$ cat src/rtl/fetch_unit.sv
`default_nettype none
// ============================================================================
//  Module   : fetch_unit
//  Purpose  : Instruction-fetch stage in front of a 16-bit instruction
//             memory. It owns the program counter, drives the memory read
//             enable and word address, and captures the returned word into
//             an instruction register for the decoder. It handles stalls,
//             branch/jump redirects (one squash bubble) and a halt opcode.
//             Fetch is a 2-stage pipeline: PC -> IR. Memory read data is
//             combinational from imem_addr_o.
//  Ports    :
//    clk              clock, all state updates on the rising edge
//    rst              synchronous active-high reset
//    stall_i          downstream hold request
//    branch_taken_i   branch redirect for the instruction held in IR
//    branch_offset_i  signed word offset, relative to instr_pc_o + 1
//    jump_i           absolute-jump redirect for the instruction held in IR
//    jump_target_i    absolute word address for the jump
//    imem_read_o      memory read enable (high only while running)
//    imem_addr_o      memory word address (pc masked to the memory depth)
//    imem_data_i      memory read data
//    instr_o          instruction register
//    instr_pc_o       address the word in instr_o was fetched from
//    instr_valid_o    instr_o holds a live instruction
//    halted_o         fetch stopped (halt opcode, or out-of-range trap)
//    fetch_count_o    valid instructions delivered, saturating at 16'hFFFF
//    fetch_fault_o    out-of-range fetch trap (FETCH_OOB_TRAP_EN only)
//  Options  : `define FETCH_OOB_TRAP_EN adds fetch_fault_o; a fetch from
//             pc >= IMEM_DEPTH then halts instead of wrapping via the mask.
//  Revision : 1.0  initial release
// ============================================================================
module fetch_unit #(
  parameter logic [15:0] RESET_PC    = 16'h0000,
  parameter int unsigned IMEM_DEPTH  = 256,
  parameter logic [3:0]  HALT_OPCODE = 4'hF
) (
  input  logic        clk,
  input  logic        rst,
  input  logic        stall_i,
  input  logic        branch_taken_i,
  input  logic [7:0]  branch_offset_i,
  input  logic        jump_i,
  input  logic [15:0] jump_target_i,
  output logic        imem_read_o,
  output logic [15:0] imem_addr_o,
  input  logic [15:0] imem_data_i,
  output logic [15:0] instr_o,
  output logic [15:0] instr_pc_o,
  output logic        instr_valid_o,
  output logic        halted_o,
  output logic [15:0] fetch_count_o
`ifdef FETCH_OOB_TRAP_EN
  ,
  output logic        fetch_fault_o
`endif
);

  localparam logic [1:0]  c_ST_BOOT   = 2'd0;
  localparam logic [1:0]  c_ST_RUN    = 2'd1;
  localparam logic [1:0]  c_ST_HALT   = 2'd2;
  localparam logic [15:0] c_ADDR_MASK = 16'(IMEM_DEPTH - 1);

  logic [1:0]  state_q,       state_d;
  logic [15:0] pc_q,          pc_d;
  logic [15:0] instr_q,       instr_d;
  logic [15:0] instr_pc_q,    instr_pc_d;
  logic        instr_valid_q, instr_valid_d;
  logic [15:0] fetch_count_q, fetch_count_d;
`ifdef FETCH_OOB_TRAP_EN
  logic        fault_q,       fault_d;
`endif

  logic [15:0] w_branch_pc;
  logic        w_halt_det;
  logic        w_oob;

  // Branch offsets are relative to the instruction after the one in IR.
  assign w_branch_pc = instr_pc_q + 16'd1 + {{8{branch_offset_i[7]}}, branch_offset_i};
  assign w_halt_det  = instr_valid_q && (instr_q[15:12] == HALT_OPCODE);

`ifdef FETCH_OOB_TRAP_EN
  assign w_oob = ({16'h0000, pc_q} >= IMEM_DEPTH);
`else
  assign w_oob = 1'b0;
`endif

  // --------------------------------------------------------------------------
  // State register
  // --------------------------------------------------------------------------
  always_ff @(posedge clk) begin
    if (rst) begin
      state_q       <= c_ST_BOOT;
      pc_q          <= RESET_PC;
      instr_q       <= 16'h0000;
      instr_pc_q    <= 16'h0000;
      instr_valid_q <= 1'b0;
      fetch_count_q <= 16'h0000;
`ifdef FETCH_OOB_TRAP_EN
      fault_q       <= 1'b0;
`endif
    end else begin
      state_q       <= state_d;
      pc_q          <= pc_d;
      instr_q       <= instr_d;
      instr_pc_q    <= instr_pc_d;
      instr_valid_q <= instr_valid_d;
      fetch_count_q <= fetch_count_d;
`ifdef FETCH_OOB_TRAP_EN
      fault_q       <= fault_d;
`endif
    end
  end

  // --------------------------------------------------------------------------
  // Next-state logic
  // --------------------------------------------------------------------------
  always_comb begin
    state_d       = state_q;
    pc_d          = pc_q;
    instr_d       = instr_q;
    instr_pc_d    = instr_pc_q;
    instr_valid_d = instr_valid_q;
    fetch_count_d = fetch_count_q;
`ifdef FETCH_OOB_TRAP_EN
    fault_d       = fault_q;
`endif

    case (state_q)
      c_ST_BOOT: begin
        state_d = c_ST_RUN;
      end

      c_ST_RUN: begin
        // Redirects and halt only act on a live IR word; with IR empty they
        // fall through to the stall / sequential-fetch cases.
        if (instr_valid_q && jump_i) begin
          pc_d          = jump_target_i;
          instr_valid_d = 1'b0;
        end else if (instr_valid_q && branch_taken_i) begin
          pc_d          = w_branch_pc;
          instr_valid_d = 1'b0;
        end else if (w_halt_det) begin
          state_d       = c_ST_HALT;
          instr_valid_d = 1'b0;
        end else if (stall_i) begin
          // hold everything
        end else if (w_oob) begin
          state_d       = c_ST_HALT;
          instr_valid_d = 1'b0;
`ifdef FETCH_OOB_TRAP_EN
          fault_d       = 1'b1;
`endif
        end else begin
          instr_d       = imem_data_i;
          instr_pc_d    = pc_q;
          instr_valid_d = 1'b1;
          pc_d          = pc_q + 16'd1;
          if (fetch_count_q != 16'hFFFF) begin
            fetch_count_d = fetch_count_q + 16'd1;
          end
        end
      end

      c_ST_HALT: begin
        // frozen until reset
      end

      default: begin
        state_d = c_ST_BOOT;
      end
    endcase
  end

  // --------------------------------------------------------------------------
  // Outputs
  // --------------------------------------------------------------------------
  always_comb begin
    imem_read_o   = (state_q == c_ST_RUN);
    halted_o      = (state_q == c_ST_HALT);
    imem_addr_o   = pc_q & c_ADDR_MASK;
    instr_o       = instr_q;
    instr_pc_o    = instr_pc_q;
    instr_valid_o = instr_valid_q;
    fetch_count_o = fetch_count_q;
`ifdef FETCH_OOB_TRAP_EN
    fetch_fault_o = fault_q;
`endif
  end

endmodule
`default_nettype wire

$ cat config.mk
export PLATFORM = sky130hd
export DESIGN_NAME = fetch_unit
export DESIGN_NICKNAME = d
export VERILOG_FILES = /design/src/rtl/fetch_unit.sv
export SDC_FILE = /design/constraint.sdc
export NUM_CORES = 1
export LEC_CHECK = 0
export ABC_AREA = 1
export BUFFER_PORTS_ARGS = -buffer_cell sky130_fd_sc_hd__buf_2
export CORE_ASPECT_RATIO = 2
export CORE_MARGIN = 2
export CORE_UTILIZATION = 40
export DETAILED_ROUTE_END_ITERATION = 16
export GPL_ROUTABILITY_DRIVEN = 0
export PLACE_DENSITY = 0.71
export SYNTH_ARGS = -nofsm -noshare
export SYNTH_HDL_FRONTEND = slang
export SYNTH_SLANG_ARGS = --single-unit
$ cat constraint.sdc
create_clock -name clk -period 1.9 [get_ports clk]
set_input_delay 0.285 -clock clk [delete_from_list [all_inputs] [get_ports clk]]
set_output_delay 0.285 -clock clk [all_outputs]
set_load 0.1 [all_outputs]
---- Word level (Yosys, flattened, before mapping) ----
Index checks and enable logic that the tools add are counted.
word-level totals
  bits in registers ....................... 67
  output and inout bits ................... 67
  logic and storage cells ................. 46
cells by class
  add/subtract/negate cells ............... 4
  equality and inequality tests ........... 10
  mux-type cells .......................... 12
  bitwise gates (word level) .............. 5
  reduce and logical (&&, ||, !) cells .... 9
operators with widths
  kind                                                   count
  2-to-1 mux 16 bit                                      4
  adder 16 x 1 -> 16 bit, second input constant          3
  adder 16 bit                                           1
  inequality test 16 bit, second input constant          1
  2-to-1 mux 2 bit                                       3
  inequality test 3 x 1 -> 1 bit, second input constant  2
  case mux 2 bit (3 select lines)                        1
  AND reduction 6 bit                                    1
  NOT 1 bit                                              5
  AND reduction 5 bit                                    1
  == test 4 bit, second input constant                   1
  2-to-1 mux 1 bit                                       4
  inequality test 2 bit, second input constant           2
  inequality test 4 x 1 -> 1 bit, second input constant  1
  AND reduction 4 bit                                    1
  logical AND 1 bit                                      3
  AND reduction 3 bit                                    1
  == test 2 x 1 -> 1 bit, second input constant          1
  == test 2 bit, second input constant                   1
  logical NOT 2 bit                                      1
  inequality test 2 x 1 -> 1 bit, second input constant  1
  AND reduction 2 bit                                    1

---- Longest topological paths before layout ----
  depth in word-level cells ............... 6
  gate-level depth with buffers ........... 15
  gate-level depth less buffers ........... 15

---- Worst setup path after synthesis ----
No wires, ideal clock.
  path type ............................... register to register
  start point ............................. register fetch_count_q[0], in the netlist fetch_count_o[0]
  end point ............................... register fetch_count_q[0], in the netlist fetch_count_o[0]
  data arrival time ....................... 2.313 ns
  data required time ...................... 1.733 ns
  setup slack ............................. -0.580 ns
  cell stages (with the launch flop) ...... 12
  path buffers ............................ 1
  period minus slack after synthesis ...... 2.480 ns
  path through ............................ dfxtp_1 -> ha_1 -> nand2_1 -> nor3_4 -> nand2_2 -> nor2_2 -> nand2_2 -> nand2_4 -> inv_4 -> buf_6 -> o21ai_1 -> a21oi_1
on the way
  longest elaborated chain between the ends .. 2
  elaborated cells on any way between the ends .. 3
ends and longest elaborated chain
  item                                                                            RTL line  RTL
  from (decl)                                                                     68        logic [15:0] fetch_count_q, fetch_count_d;
  from (signal assigned)                                                          107       fetch_count_q <= fetch_count_d;
  parallel branches: the longest is 2 deep, another holds adder 16 x 1 -> 16 bit  -
Parallel ways; which one is timed is not known.
A chain may end at the register's enable or synchronous reset.

---- Final worst setup path ----
  start point ............................. register instr_pc_q[0], in the netlist instr_pc_o[0]
  end point ............................... register pc_q[6]
on the way
  longest elaborated chain between the ends .. 4
ends and longest elaborated chain
  item                    RTL line  RTL
  from (decl)             66        logic [15:0] instr_pc_q, instr_pc_d;
  from (signal assigned)  105       instr_pc_q <= instr_pc_d;
  adder 16 x 1 -> 16 bit  78        assign w_branch_pc = instr_pc_q + 16'd1 + {{8{branch_offset_i[7]}}, branch_offset_i};
  adder 16 bit            78
  2-to-1 mux 16 bit       139       end else if (instr_valid_q && branch_taken_i) begin
  2-to-1 mux 16 bit       136       if (instr_valid_q && jump_i) begin
  to (signal assigned)    103       pc_q <= pc_d;
  to (decl)               64        logic [15:0] pc_q, pc_d;
Every way passes these cells.

==> qor.txt <==
Status: finished clean
DR pass1 iterations: 4
Ys flop type: dfxtp_1
Layout net count: 842
Gr usage total: 22.5%
CP top delay family: adder cells
Clock latency on the worst-skew pair: 0.34 ns
Library cells used by synthesis: 39
Mux contribution to synthesized area: 0%
Commonest non-fill, non-tap cell in the layout: nand2_1
EDFF count, synth: 0
Pwr Density: 845 nW/um2
Mapped Area: 4330 um2
Placed inst area: 5050 um2
Final min period: 1.85 ns
Maxcap violations: 0
First-pass GRT wire length: 20.7 mm
Ys Warns: 0
Final Cycle Share: 97.5%
Critical Path RT: 2.13 ns
Area Growth Syn to Fin: 25.8%
Fillers: 1097
Final Non-Filler Cells: 921
Post-synthesis sequential area ratio: 31.0%
Port bufs: 103
DIE HEIGHT: 151 um
HPWL Detailed: 10.0 mm
Root Buffer: clkbuf_16
Die ar.: 11700 um2
WS Path Type: reg -> reg
Largest net degree at the start of global routing: 47
CP max stage cell: fa_2
First DRT Iteration DRCs: 276
Worst setup EP type: flip-flop
Fin. Hold Viols: 0
Final ANT Viol Nets: 0
Post-Syn Instances: 673
CTS Hold Bufs: 0
Most Used Layer, Global Route: met2
Ant. Diodes: 0
Bufs and invs on worst path: 3
Synth Area per Inst: 6.43 um2
Slew @ Worst Pin: 0.511 ns
Routed vias: 4651
Adder-Cell Fraction of Synth Area: 5.37%
Crit-path cells: inv_4 > ha_4 > inv_2 > fa_2 > nand2_2 > nand2_2 > nand3_2 > nand2_4 > buf_4 > a21oi_1 > o21ai_1 > o211ai_1 > a21oi_1
Commonest cells after routing, fill and taps aside: 150 x nand2_1, 103 x buf_2, 98 x nor2_1
Grt ovf: 0
Slew margin rel.: 66.1%
Routed vias/inst: 5.05
Max-slew violations: 0
Vias in the first global route: 4494
Crit-path max FO: 3
Die X: 77.6 um
Lkg Pwr: 2.67 nW
GRT met3 Usage: 4.29%
Clock Tree Buf Depth: 2
Worst path max stage delay: 0.40 ns
Num rows: 53
Post-synthesis simple-gate area fraction: 34.4%
Wire per inst: 14.1 um
DRC: 0
H-tree levels: 3
Startpoint types: flip-flop
Clock sinks: 67
Highest Clock Rate: 0.540 GHz
Max Clock Skew: 0.0119 ns
Num CTS Buffers: 9
Core area: 10500 um2
CP arrival: 2.08 ns
Setup TNS: 0 ns
Routed Wire Length: 13.0 mm
RSZ-0062 raised after global routing: true
Largest family of logic cells by synthesized area: simple AND/OR/NAND/NOR gates
Yosys reg bits: 67
Share of cells above drive strength 1: 29.7%
GR Layer Usage met1: 21.3%
Worst min path class: in -> reg
Final Cell Area: 5450 um2
Initial antenna violation count: 0
Fin util: 51.7%
Post-synthesis compound-gate area fraction: 14.6%
IO Pins: 112
Peak supply drop: 0.558 mV
Met2 GRT Util: 44.3%
CTS tree: built
Placed cell count: 903
Setup violators final: 0
Worst-path clk slew: 0.07 ns
Xor and xnor area share after synthesis: 3.44%
Initial Utilization: 41.1%
Async SR Flop Fraction: 0%
[area by class of cell]
class	count	area, um2	area share, %
clock inverters	6	51.3	0.942
inverters	69	264	4.85
repair buffers	125	693	12.7
well taps	137	171	3.15
multi-input cells	507	2620	48.0
clock buffers	10	250	4.59
flip-flops and latches	67	1400	25.7
[flip-flops by register name, summed over array words and instances (netlist names)]
name           cells
fetch_count_o     16
instr_o           16
instr_pc_o        16
instr_valid_o      1
pc_q              16
state_q            2
[worst paths after layout]
check	startpoint	end	slack [ns]	cells after the start
setup / recovery	instr_pc_o[0]	pc_q[6]	0.05	13
hold / removal	imem_data_i[0]	instr_o[0]	0.18	3
setup reg to reg	instr_pc_o[0]	pc_q[6]	0.05	13
hold reg to reg	fetch_count_o[3]	fetch_count_o[3]	0.46	1
[timing repair]
| action | CTS | global route |
|---|---|---|
| buffers inserted | 0 | 2 |
| endpoints found under the setup margin | 0 | 10 |
| resized for setup | 0 | 27 |
[where the power goes]
part | switching, mW | internal (mW)
combinational | 1.03 | 0.328
clock | 0.710 | 0.984
sequential | 0.0678 | 1.49
total | 1.81 | 2.80
[Yosys cell counts (all sizes together) (2+ instances only)]
cell    number  share of area, %
a21oi       56               6.5
a31oi        2              0.29
and2         3              0.43
buf         26               4.2
clkbuf      11              0.95
dfxtp       67                31
ha          17               4.9
inv         69               6.0
nand2      168                15
nand3       39               4.5
nand3b       3              0.52
nand4        5              0.72
nor2       103               9.2
nor3        14               2.1
nor3b        2              0.58
o211ai       3              0.52
o21ai       53               6.2
o21bai       2              0.35
o221ai       2              0.40
or2          6              0.87
xnor2        8               1.6
xor2         9               1.8
[through the flow]
stage	hold slack, ns	setup WS, ns	power, mW
after floorplan	0.363	0.0134	2.63
after global placement	0.447	0.00898	2.90
after detailed placement	0.456	-0.0246	2.90
after CTS	0.176	0.0158	4.60
after global routing	0.202	-0.0941	4.81
final	0.176	0.0478	4.60
[worst min-delay path: stages]
cell and delay, ns:
buf_2 0.08, o21ai_1 0.06, nor2_1 0.07
[layer usage]
layer  share of wire (%)  routed length, um  up-vias
li1                    -                  -     2362
met1                  35               4540     2129
met5                   0                  0        -
met3                 4.4                573       43
met4                 4.4                576        0
met2                  56               7330      117
[kinds of logic after synthesis]
| family | count (synthesis) |
|---|---|
| AND/OR/NAND/NOR | 344 |
| AO/OA/AOI/OAI | 120 |
| buffers and inverters | 106 |
| flip-flops | 67 |
| adder cells (fa/ha/maj) | 18 |
| XOR/XNOR | 17 |
| other | 1 |
(Power assumes the default switching activity.)
